--- src/rtl/uart_pkg.sv ---
// uart_pkg: shared states, error codes and the default frame header for the UART frame controller
package uart_pkg;
  typedef enum logic [2:0] {IDLE, LEN, PAYLOAD, CSUM, OUT} state_t;
  localparam logic [2:0] ERR_BAD_LEN  = 3'd1;
  localparam logic [2:0] ERR_BAD_CSUM = 3'd2;
  localparam logic [2:0] ERR_TIMEOUT  = 3'd3;
  localparam logic [2:0] ERR_OVERRUN  = 3'd4;
  localparam logic [7:0] HDR_BYTE_DEF = 8'hA5;
endpackage

--- src/rtl/uart_frame_buf.sv ---
// uart_frame_buf: payload store with synchronous write and combinational read
module uart_frame_buf #(
  parameter int DEPTH = 16,
  parameter int AW    = $clog2(DEPTH)
) (
  input  logic          clk,
  input  logic          i_we,
  input  logic [AW-1:0] i_waddr,
  input  logic [7:0]    i_wdata,
  input  logic [AW-1:0] i_raddr,
  output logic [7:0]    o_rdata
);
  logic [7:0] r_mem [DEPTH];
  always_ff @(posedge clk)
    if (i_we) r_mem[i_waddr] <= i_wdata;
  assign o_rdata = r_mem[i_raddr];
endmodule

--- src/rtl/uart_rx_frame_ctrl.sv ---
// uart_rx_frame_ctrl: parses [HDR][LEN][PAYLOAD][CSUM] from UART bytes and releases checked payloads
module uart_rx_frame_ctrl
  import uart_pkg::*;
#(
  parameter logic [7:0] HDR_BYTE    = HDR_BYTE_DEF,
  parameter int         MAX_LEN     = 16,
  parameter int         TIMEOUT_CYC = 50000
) (
  input  logic                     clk,
  input  logic                     rst,
  input  logic                     i_rx_done,
  input  logic [7:0]               i_rx_data,
  output logic                     o_frm_valid,
  input  logic                     i_frm_ready,
  output logic [7:0]               o_frm_data,
  output logic                     o_frm_last,
  output logic [$clog2(MAX_LEN):0] o_frm_len,
  output logic                     o_err_pulse,
  output logic [2:0]               o_err_code,
  output logic                     o_busy
);
  localparam int PW = $clog2(MAX_LEN) + 1;
  localparam int IW = $clog2(MAX_LEN);
  localparam int TW = $clog2(TIMEOUT_CYC);
  localparam logic [7:0] MAX_B = 8'(MAX_LEN);
  state_t          r_state, w_state_nx;
  logic            r_rx_q;
  logic [PW-1:0]   r_wr_ptr, r_rd_ptr, r_frm_len;
  logic [7:0]      r_csum;
  logic [TW-1:0]   r_to_cnt;
  logic            r_err_pulse;
  logic [2:0]      r_err_code;
  logic            w_acc, w_hs, w_last, w_wr_last, w_len_ok, w_csum_ok, w_timing, w_to_exp, w_err;
  logic [2:0]      w_err_code;
  logic [7:0]      w_rdata;
  assign w_acc     = i_rx_done & ~r_rx_q;
  assign w_hs      = o_frm_valid & i_frm_ready;
  assign w_last    = r_rd_ptr == r_frm_len - PW'(1);
  assign w_wr_last = r_wr_ptr == r_frm_len - PW'(1);
  assign w_len_ok  = (i_rx_data != 8'd0) && (i_rx_data <= MAX_B);
  assign w_csum_ok = i_rx_data == r_csum;
  assign w_timing  = r_state inside {LEN, PAYLOAD, CSUM};
  // expires on the edge where the count would reach TIMEOUT_CYC-1; a same-cycle accept wins
  assign w_to_exp  = w_timing & ~w_acc & (r_to_cnt == TW'(TIMEOUT_CYC - 2));
  uart_frame_buf #(.DEPTH(MAX_LEN), .AW(IW)) u_buf (
    .clk     (clk),
    .i_we    (r_state == PAYLOAD && w_acc),
    .i_waddr (r_wr_ptr[IW-1:0]),
    .i_wdata (i_rx_data),
    .i_raddr (r_rd_ptr[IW-1:0]),
    .o_rdata (w_rdata)
  );
  always_comb begin
    w_state_nx = r_state;
    w_err      = 1'b0;
    w_err_code = r_err_code;
    if (w_to_exp) begin
      w_state_nx = IDLE;
      w_err      = 1'b1;
      w_err_code = ERR_TIMEOUT;
    end else begin
      case (r_state)
        IDLE: w_state_nx = (w_acc && i_rx_data == HDR_BYTE) ? LEN : IDLE;
        LEN: if (w_acc) begin
          w_state_nx = w_len_ok ? PAYLOAD : IDLE;
          w_err      = ~w_len_ok;
          w_err_code = ERR_BAD_LEN;
        end
        PAYLOAD: w_state_nx = (w_acc && w_wr_last) ? CSUM : PAYLOAD;
        CSUM: if (w_acc) begin
          w_state_nx = w_csum_ok ? OUT : IDLE;
          w_err      = ~w_csum_ok;
          w_err_code = ERR_BAD_CSUM;
        end
        OUT: begin
          w_err      = w_acc;
          w_err_code = ERR_OVERRUN;
          w_state_nx = (w_hs && w_last) ? IDLE : OUT;
        end
        default: w_state_nx = IDLE;
      endcase
    end
  end
  always_ff @(posedge clk) begin
    if (rst) begin
      r_state     <= IDLE;
      r_rx_q      <= 1'b0;
      r_wr_ptr    <= '0;
      r_rd_ptr    <= '0;
      r_frm_len   <= '0;
      r_csum      <= '0;
      r_to_cnt    <= '0;
      r_err_pulse <= 1'b0;
      r_err_code  <= '0;
    end else begin
      r_state     <= w_state_nx;
      r_rx_q      <= i_rx_done;
      r_err_pulse <= w_err;
      r_err_code  <= w_err ? w_err_code : r_err_code;
      r_to_cnt    <= w_acc ? '0 : w_timing ? r_to_cnt + TW'(1) : r_to_cnt;
      if (r_state == LEN && w_acc && w_len_ok) begin
        r_frm_len <= i_rx_data[PW-1:0];
        r_csum    <= i_rx_data;
        r_wr_ptr  <= '0;
      end
      if (r_state == PAYLOAD && w_acc) begin
        r_csum   <= r_csum ^ i_rx_data;
        r_wr_ptr <= r_wr_ptr + PW'(1);
      end
      if (r_state == CSUM && w_acc) r_rd_ptr <= '0;
      else if (w_hs) r_rd_ptr <= r_rd_ptr + PW'(1);
    end
  end
  assign o_frm_valid = r_state == OUT;
  assign o_frm_data  = o_frm_valid ? w_rdata : 8'd0;
  assign o_frm_last  = o_frm_valid & w_last;
  assign o_frm_len   = r_frm_len;
  assign o_err_pulse = r_err_pulse;
  assign o_err_code  = r_err_code;
  assign o_busy      = r_state != IDLE;
endmodule

--- config.mk ---
export PLATFORM = sky130hd
export DESIGN_NAME = uart_rx_frame_ctrl
export DESIGN_NICKNAME = d
export VERILOG_FILES = /design/src/rtl/uart_pkg.sv /design/src/rtl/uart_frame_buf.sv /design/src/rtl/uart_rx_frame_ctrl.sv
export SDC_FILE = /design/constraint.sdc
export NUM_CORES = 1
export LEC_CHECK = 0
export ABC_AREA = 1
export CORE_ASPECT_RATIO = 1.75
export CORE_UTILIZATION = 50
export CTS_BUF_LIST = sky130_fd_sc_hd__clkbuf_8 sky130_fd_sc_hd__clkbuf_16
export CTS_CLUSTER_DIAMETER = 100
export DETAILED_ROUTE_END_ITERATION = 8
export MAX_ROUTING_LAYER = met4
export PLACE_DENSITY = 0.7
export SLEW_MARGIN = 20
export SYNTH_ARGS = -nofsm -noshare
export SYNTH_HDL_FRONTEND = slang
export SYNTH_SLANG_ARGS = --single-unit
--- constraint.sdc ---
create_clock -name clk -period 1.9 [get_ports clk]
set_input_delay 0.475 -clock clk [delete_from_list [all_inputs] [get_ports clk]]
set_output_delay 0.475 -clock clk [all_outputs]
set_load 0.03 [all_outputs]
==> Yosys cells after proc, flatten, opt, wreduce, memory -nomap -nowiden <==
Memory sizes are Yosys's and may differ from the RTL's. A register that Yosys moved wholly into a read port is not among the register bits.
Cells that the tools add are included.
{ "word_totals": {"reg_bits": 47, "mem_bits_rw": 128, "inputBits": 12, "out_inout_bits": 20, "wordCells": 82, "n_memories": 1} }
{ "mem_list": {"columns": ["memory", "words", "width", "read_ports", "rd_clocked_by_memory_dff", "wr", "line", "source"], "rows": [
  ["u_buf.r_mem", 16, 8, 1, 1, 1, "uart_frame_buf.sv:13", "logic [7:0] r_mem [DEPTH];"]
]} }
{ "classes": {"n_addsub": 4, "magnitude_cmp": 1, "eq_ne": 13, "mux": 25, "bitwise_logic": 10, "reduce_logical": 19} }
{ "op_table": {"columns": ["op", "n"], "rows": [
  ["$mux W8", 3],
  ["$mux W3", 7],
  ["$add A16 B1 Y16 const B", 1],
  ["$eq A16 B16 Y1 const B", 1],
  ["$pmux W3 S5", 1],
  ["$add A5 B1 Y5 const B", 2],
  ["$eq A5 B5 Y1", 2],
  ["$mux W5", 2],
  ["$pmux W3 S3", 1],
  ["$eq A8 B8 Y1", 1],
  ["$eq A8 B8 Y1 const B", 1],
  ["$le A8 B5 Y1 const B", 1],
  ["$logic_and A1 B1 Y1", 8],
  ["$mux W4", 2],
  ["$reduce_bool A8 Y1", 1],
  ["$xor A8 B8 Y8", 1],
  ["$mux W1", 7],
  ["$eq A3 B2 Y1 const B", 2],
  ["$ne A3 B3 Y1 const B", 2],
  ["$reduce_bool A3 Y1", 2],
  ["$reduce_or A2 Y1", 3],
  ["$and A1 B1 Y1", 5],
  ["$sub A5 B1 Y5 const B", 1],
  ["$ne A2 B2 Y1 const B", 2],
  ["other kinds (10)", 13]
]} }

==> Logic depth before layout (Yosys ltp) <==
{ "logic_depth": {"word_depth": 7, "depth_mapped": 12, "depth_no_buf": 12} }

==> By module <==
From an unflattened synthesis, not the netlist that was laid out.
{ "hier_totals": {"cells_unflattened": 986, "area_unflattened_um2": 8400.6} }
{ "modules_own_cells": {"columns": ["module", "instances", "cells_per_inst", "area_each_um2", "seq_area_each_um2"], "rows": [
  ["uart_frame_buf", 1, 543, 5606.6, 3843.7],
  ["uart_rx_frame_ctrl", 1, 443, 2793.9, 940.9]
]} }

==> Worst setup path before layout <==
Ideal clock, no wire load.
{ "synth_path": {"kind": "register -> output", "from": "reg r_frm_len[0] (netlist: o_frm_len[0])", "to": "out o_frm_last", "arrival_time_ns": 1.903, "required_ns": 1.425, "path_slack_ns": -0.478, "stages_incl_launch_ff": 9, "path_buffers": 0, "path_cell_list": "dfxtp_1 -> inv_1 -> ha_1 -> xnor2_1 -> nor2_1 -> nand3_1 -> nor2_1 -> nand3_1 -> nor2_1"} }
{ "synth_between": {"elab_chain_len": 3} }
{ "synth_lines": {"columns": ["element", "line", "source"], "rows": [
  ["start: declaration", "uart_rx_frame_ctrl.sv:28", "logic [PW-1:0] r_wr_ptr, r_rd_ptr, r_frm_len;"],
  ["start signal: assignment", "uart_rx_frame_ctrl.sv:102", "r_frm_len <= i_rx_data[PW-1:0];"],
  ["$sub A5 B1 Y5", "uart_rx_frame_ctrl.sv:38", "assign w_last = r_rd_ptr == r_frm_len - PW'(1);"],
  ["$eq A5 B5 Y1", "uart_rx_frame_ctrl.sv:38", null],
  ["$and A1 B1 Y1", "uart_rx_frame_ctrl.sv:116", "assign o_frm_last = o_frm_valid & w_last;"],
  ["end: declaration", "uart_rx_frame_ctrl.sv:16", "output logic o_frm_last,"]
]} }
No other way between the ends.

==> results.yml <==
synthesis:
  ys.flop_type: "edfxtp_1"
  syn_area_um2: 7730
  synth-seq-cells: 179
  synth-seq-area-share: 0.629
  synth_top_area_frac: 0.497
  yosys.area.top_type: "edfxtp_1"
  synth-edff-count: 128
  synth_fp_nets: 789
  ys_types: 34
  async_flop_share: 0
  ys_top_cells_by_area: "edfxtp_1, dfxtp_1, nor2_1"
  syn-instance-count: 769
  ys_top_cells_by_count: "nor2_1, edfxtp_1, nand2_1"
  synth.most_common_cell: "nor2_1"
  avgSynthCellArea_um2: 10.1
  ys_warn_count: 0
routing:
  firstDrtPassIters: 6
  antenna_left: 0
  top_layer_used: "met4"
  wl_met1_mm: 7.76
  drt_iter0_drc: 544
  vias: 6396
  avgRoutedWirePerCell_um: 20.1
  wl_met3_mm: 1.07
  via_per_inst: 5.86
  wl_met2_mm: 12.0
  drcViolationCount: 0
  routed_wl_mm: 22.0
global_routing:
  grt_util_all_layers: 0.299
  grt-ovfl-total: 0
  grt_pass1_wl_mm: 33.9
  grt_pass1_vias: 6427
  antenna_found_initial: 0
  grt_max_degree: 24
hold_path:
  min_path_type: "in2reg"
  holdPathEnd: "u_buf.r_mem[2][3]"
  whs_path_depth: 1
  min_from: "i_rx_data[3]"
layout:
  fin_nets: 916
  area_growth_pct: 31.0
  antennaDiodeCount: 0
  fin_area_um2: 10100
  drive_above_1_share: 0.254
timing:
  setup_viol_count_final: 9
  tightest_slew_ps: 417
  rsz0062_at_grt: "yes"
  period_needed_ps: 2490
  hold_violations: 0
  max_freq_mhz: 402
  slew_headroom: 0.721
  drv_slew: 0
  worst_slack_ps: -590
  period_share: 1.31
  fin_setup_tns_ps: -4750
  worst_clock_skew_ps: 9.14
  hold_slack_ps: 411
power:
  power_density_nw_per_um2: 786
  p_leak_nw: 3.68
  irDropWorstVdd_uv: 559
clocking:
  root_buffer: "clkbuf_16"
  cts_buffers: 17
  path_clk_slew_ps: 70
  cts_tree: "built"
  clockBufferDepth: 2
  clock-sinks: 179
  ctsHtreeMaxLevel: 4
  hold_buffers: 0
  clock_latency_ps: 430
run_status:
  status: "finished with violations"
  violations: "negative setup slack"
critical_path:
  cp_max_fo: 6
  path_class: "reg2out"
  r2r-start: "r_state[2]"
  r2r-end: "r_to_cnt[13]"
  crit_buf_inv: 3
  crit_path_start_kind: "flip-flop"
  crit_chain: "inv_8, buf_12, o21ai_0, o22ai_1, o211ai_1, a21oi_2, buf_6"
  crit_required_ps: 1420
  crit_family: "compound AO/OA/AOI/OAI gates"
  crit_path_top_delay_cell: "dfxtp_4"
  critPathMaxStageDelay_ps: 430
  ff2ff_setup_slack_ps: 180
  arrival_ps: 2010
  end_kind: "output pin"
  r2r_cells: 8
run:
  maxCapViolations: 0
place:
  port_buffers: 31
  gp_congestion: 0.948
  dp_hpwl_mm: 15.1
  place_area_um2: 8990
floorplanning:
  initial_core_util: 0.516
  ios: 32
  design.core.area_um2: 15000
  rows: 59
  die_y_um: 166
  die-area_um2: 16000
  die_w_um: 96.0
## cells in the final DEF (no fill, tap or decap), types with 15 or more instances in the layout
master / instances
clkbuf_16: 18
o21ai_0: 26
nand2_1: 101
nor2_1: 120
buf_4: 85
o221ai_1: 15
nand3_1: 42
inv_2: 15
edfxtp_1: 128
o21ai_1: 37
a21oi_1: 28
inv_1: 45
dfxtp_1: 44
## logic make-up (layout without fill, tap and decap cells)
kind of cell,after synthesis,after routing,synth area share
AO/OA/AOI/OAI,167,167,0.127
buffers and inverters,92,232,0.0453
adder cells (fa/ha/maj),8,8,0.0129
XOR/XNOR,12,12,0.0136
flip-flops,179,179,0.629
AND/OR/NAND/NOR,311,311,0.172
## final cells by class
| type | instances | area (um^2) |
|---|---|---|
| sequential | 179 | 4880 |
| fill | 1105 | 4860 |
| multi-input combinational | 498 | 2780 |
| timing repair buffer | 138 | 1390 |
| clock buffer | 17 | 425 |
| inverter | 62 | 240 |
| tap | 183 | 229 |
| clock inverter | 15 | 178 |
## timing repair
action                                  in CTS  in global routing
hold endpoints to repair                     0                  0
resized for setup                           88                 36
pin swaps                                   39                 26
gates cloned                                 5                  1
endpoints found under the setup margin      20                 25
setup buffers                                7                  1
## flip-flops by register name, indices dropped and copies added (netlist names), named ones only
| name | flops |
|---|---|
| o_err_code | 3 |
| o_err_pulse | 1 |
| o_frm_len | 5 |
| r_csum | 8 |
| r_rd_ptr | 5 |
| r_rx_q | 1 |
| r_state | 3 |
| r_to_cnt | 16 |
| r_wr_ptr | 5 |
| u_buf.r_mem | 128 |
## how the worst max path moves through the flow
stage	end	slack, ps	depth (start not counted)
after floorplan	u_buf.r_mem[4][0]	-90	7
after global placement	u_buf.r_mem[11][6]	-300	8
after detailed placement	u_buf.r_mem[11][7]	-330	8
after CTS	o_frm_data[4]	-580	8
after global routing	o_frm_data[6]	-660	7
final	o_frm_data[6]	-590	7
## routing by layer
metal | up-vias | track usage
li1 | 2971 | -
met5 | - | -
met2 | 269 | 0.526
met4 | 0 | 0.162
met3 | 71 | 0.0393
met1 | 3085 | 0.311
## per-stage QoR
stage / power [mW] / util / std cells / setup slack (ps)
finish: 7.96 / 0.676 / 1092 / -590
CTS: 7.97 / 0.667 / 1091 / -579
floorplan: 4.31 / - / 769 / -87.6
global placement: 4.45 / 0.600 / 1049 / -298
detailed placement: 4.46 / 0.600 / 1049 / -335
global route: 8.15 / 0.676 / 1092 / -658
## power breakdown
| group | total, mW | switching, mW | leakage, nW | internal (mW) |
|---|---|---|---|---|
| Combinational | 0.206 | 0.131 | 1.82 | 0.0751 |
| Clock | 3.59 | 1.51 | 0.297 | 2.08 |
| Sequential | 4.17 | 0.000457 | 1.57 | 4.17 |
| Total | 7.96 | 1.64 | 3.68 | 6.32 |
Power figures use the tool's default switching activity.
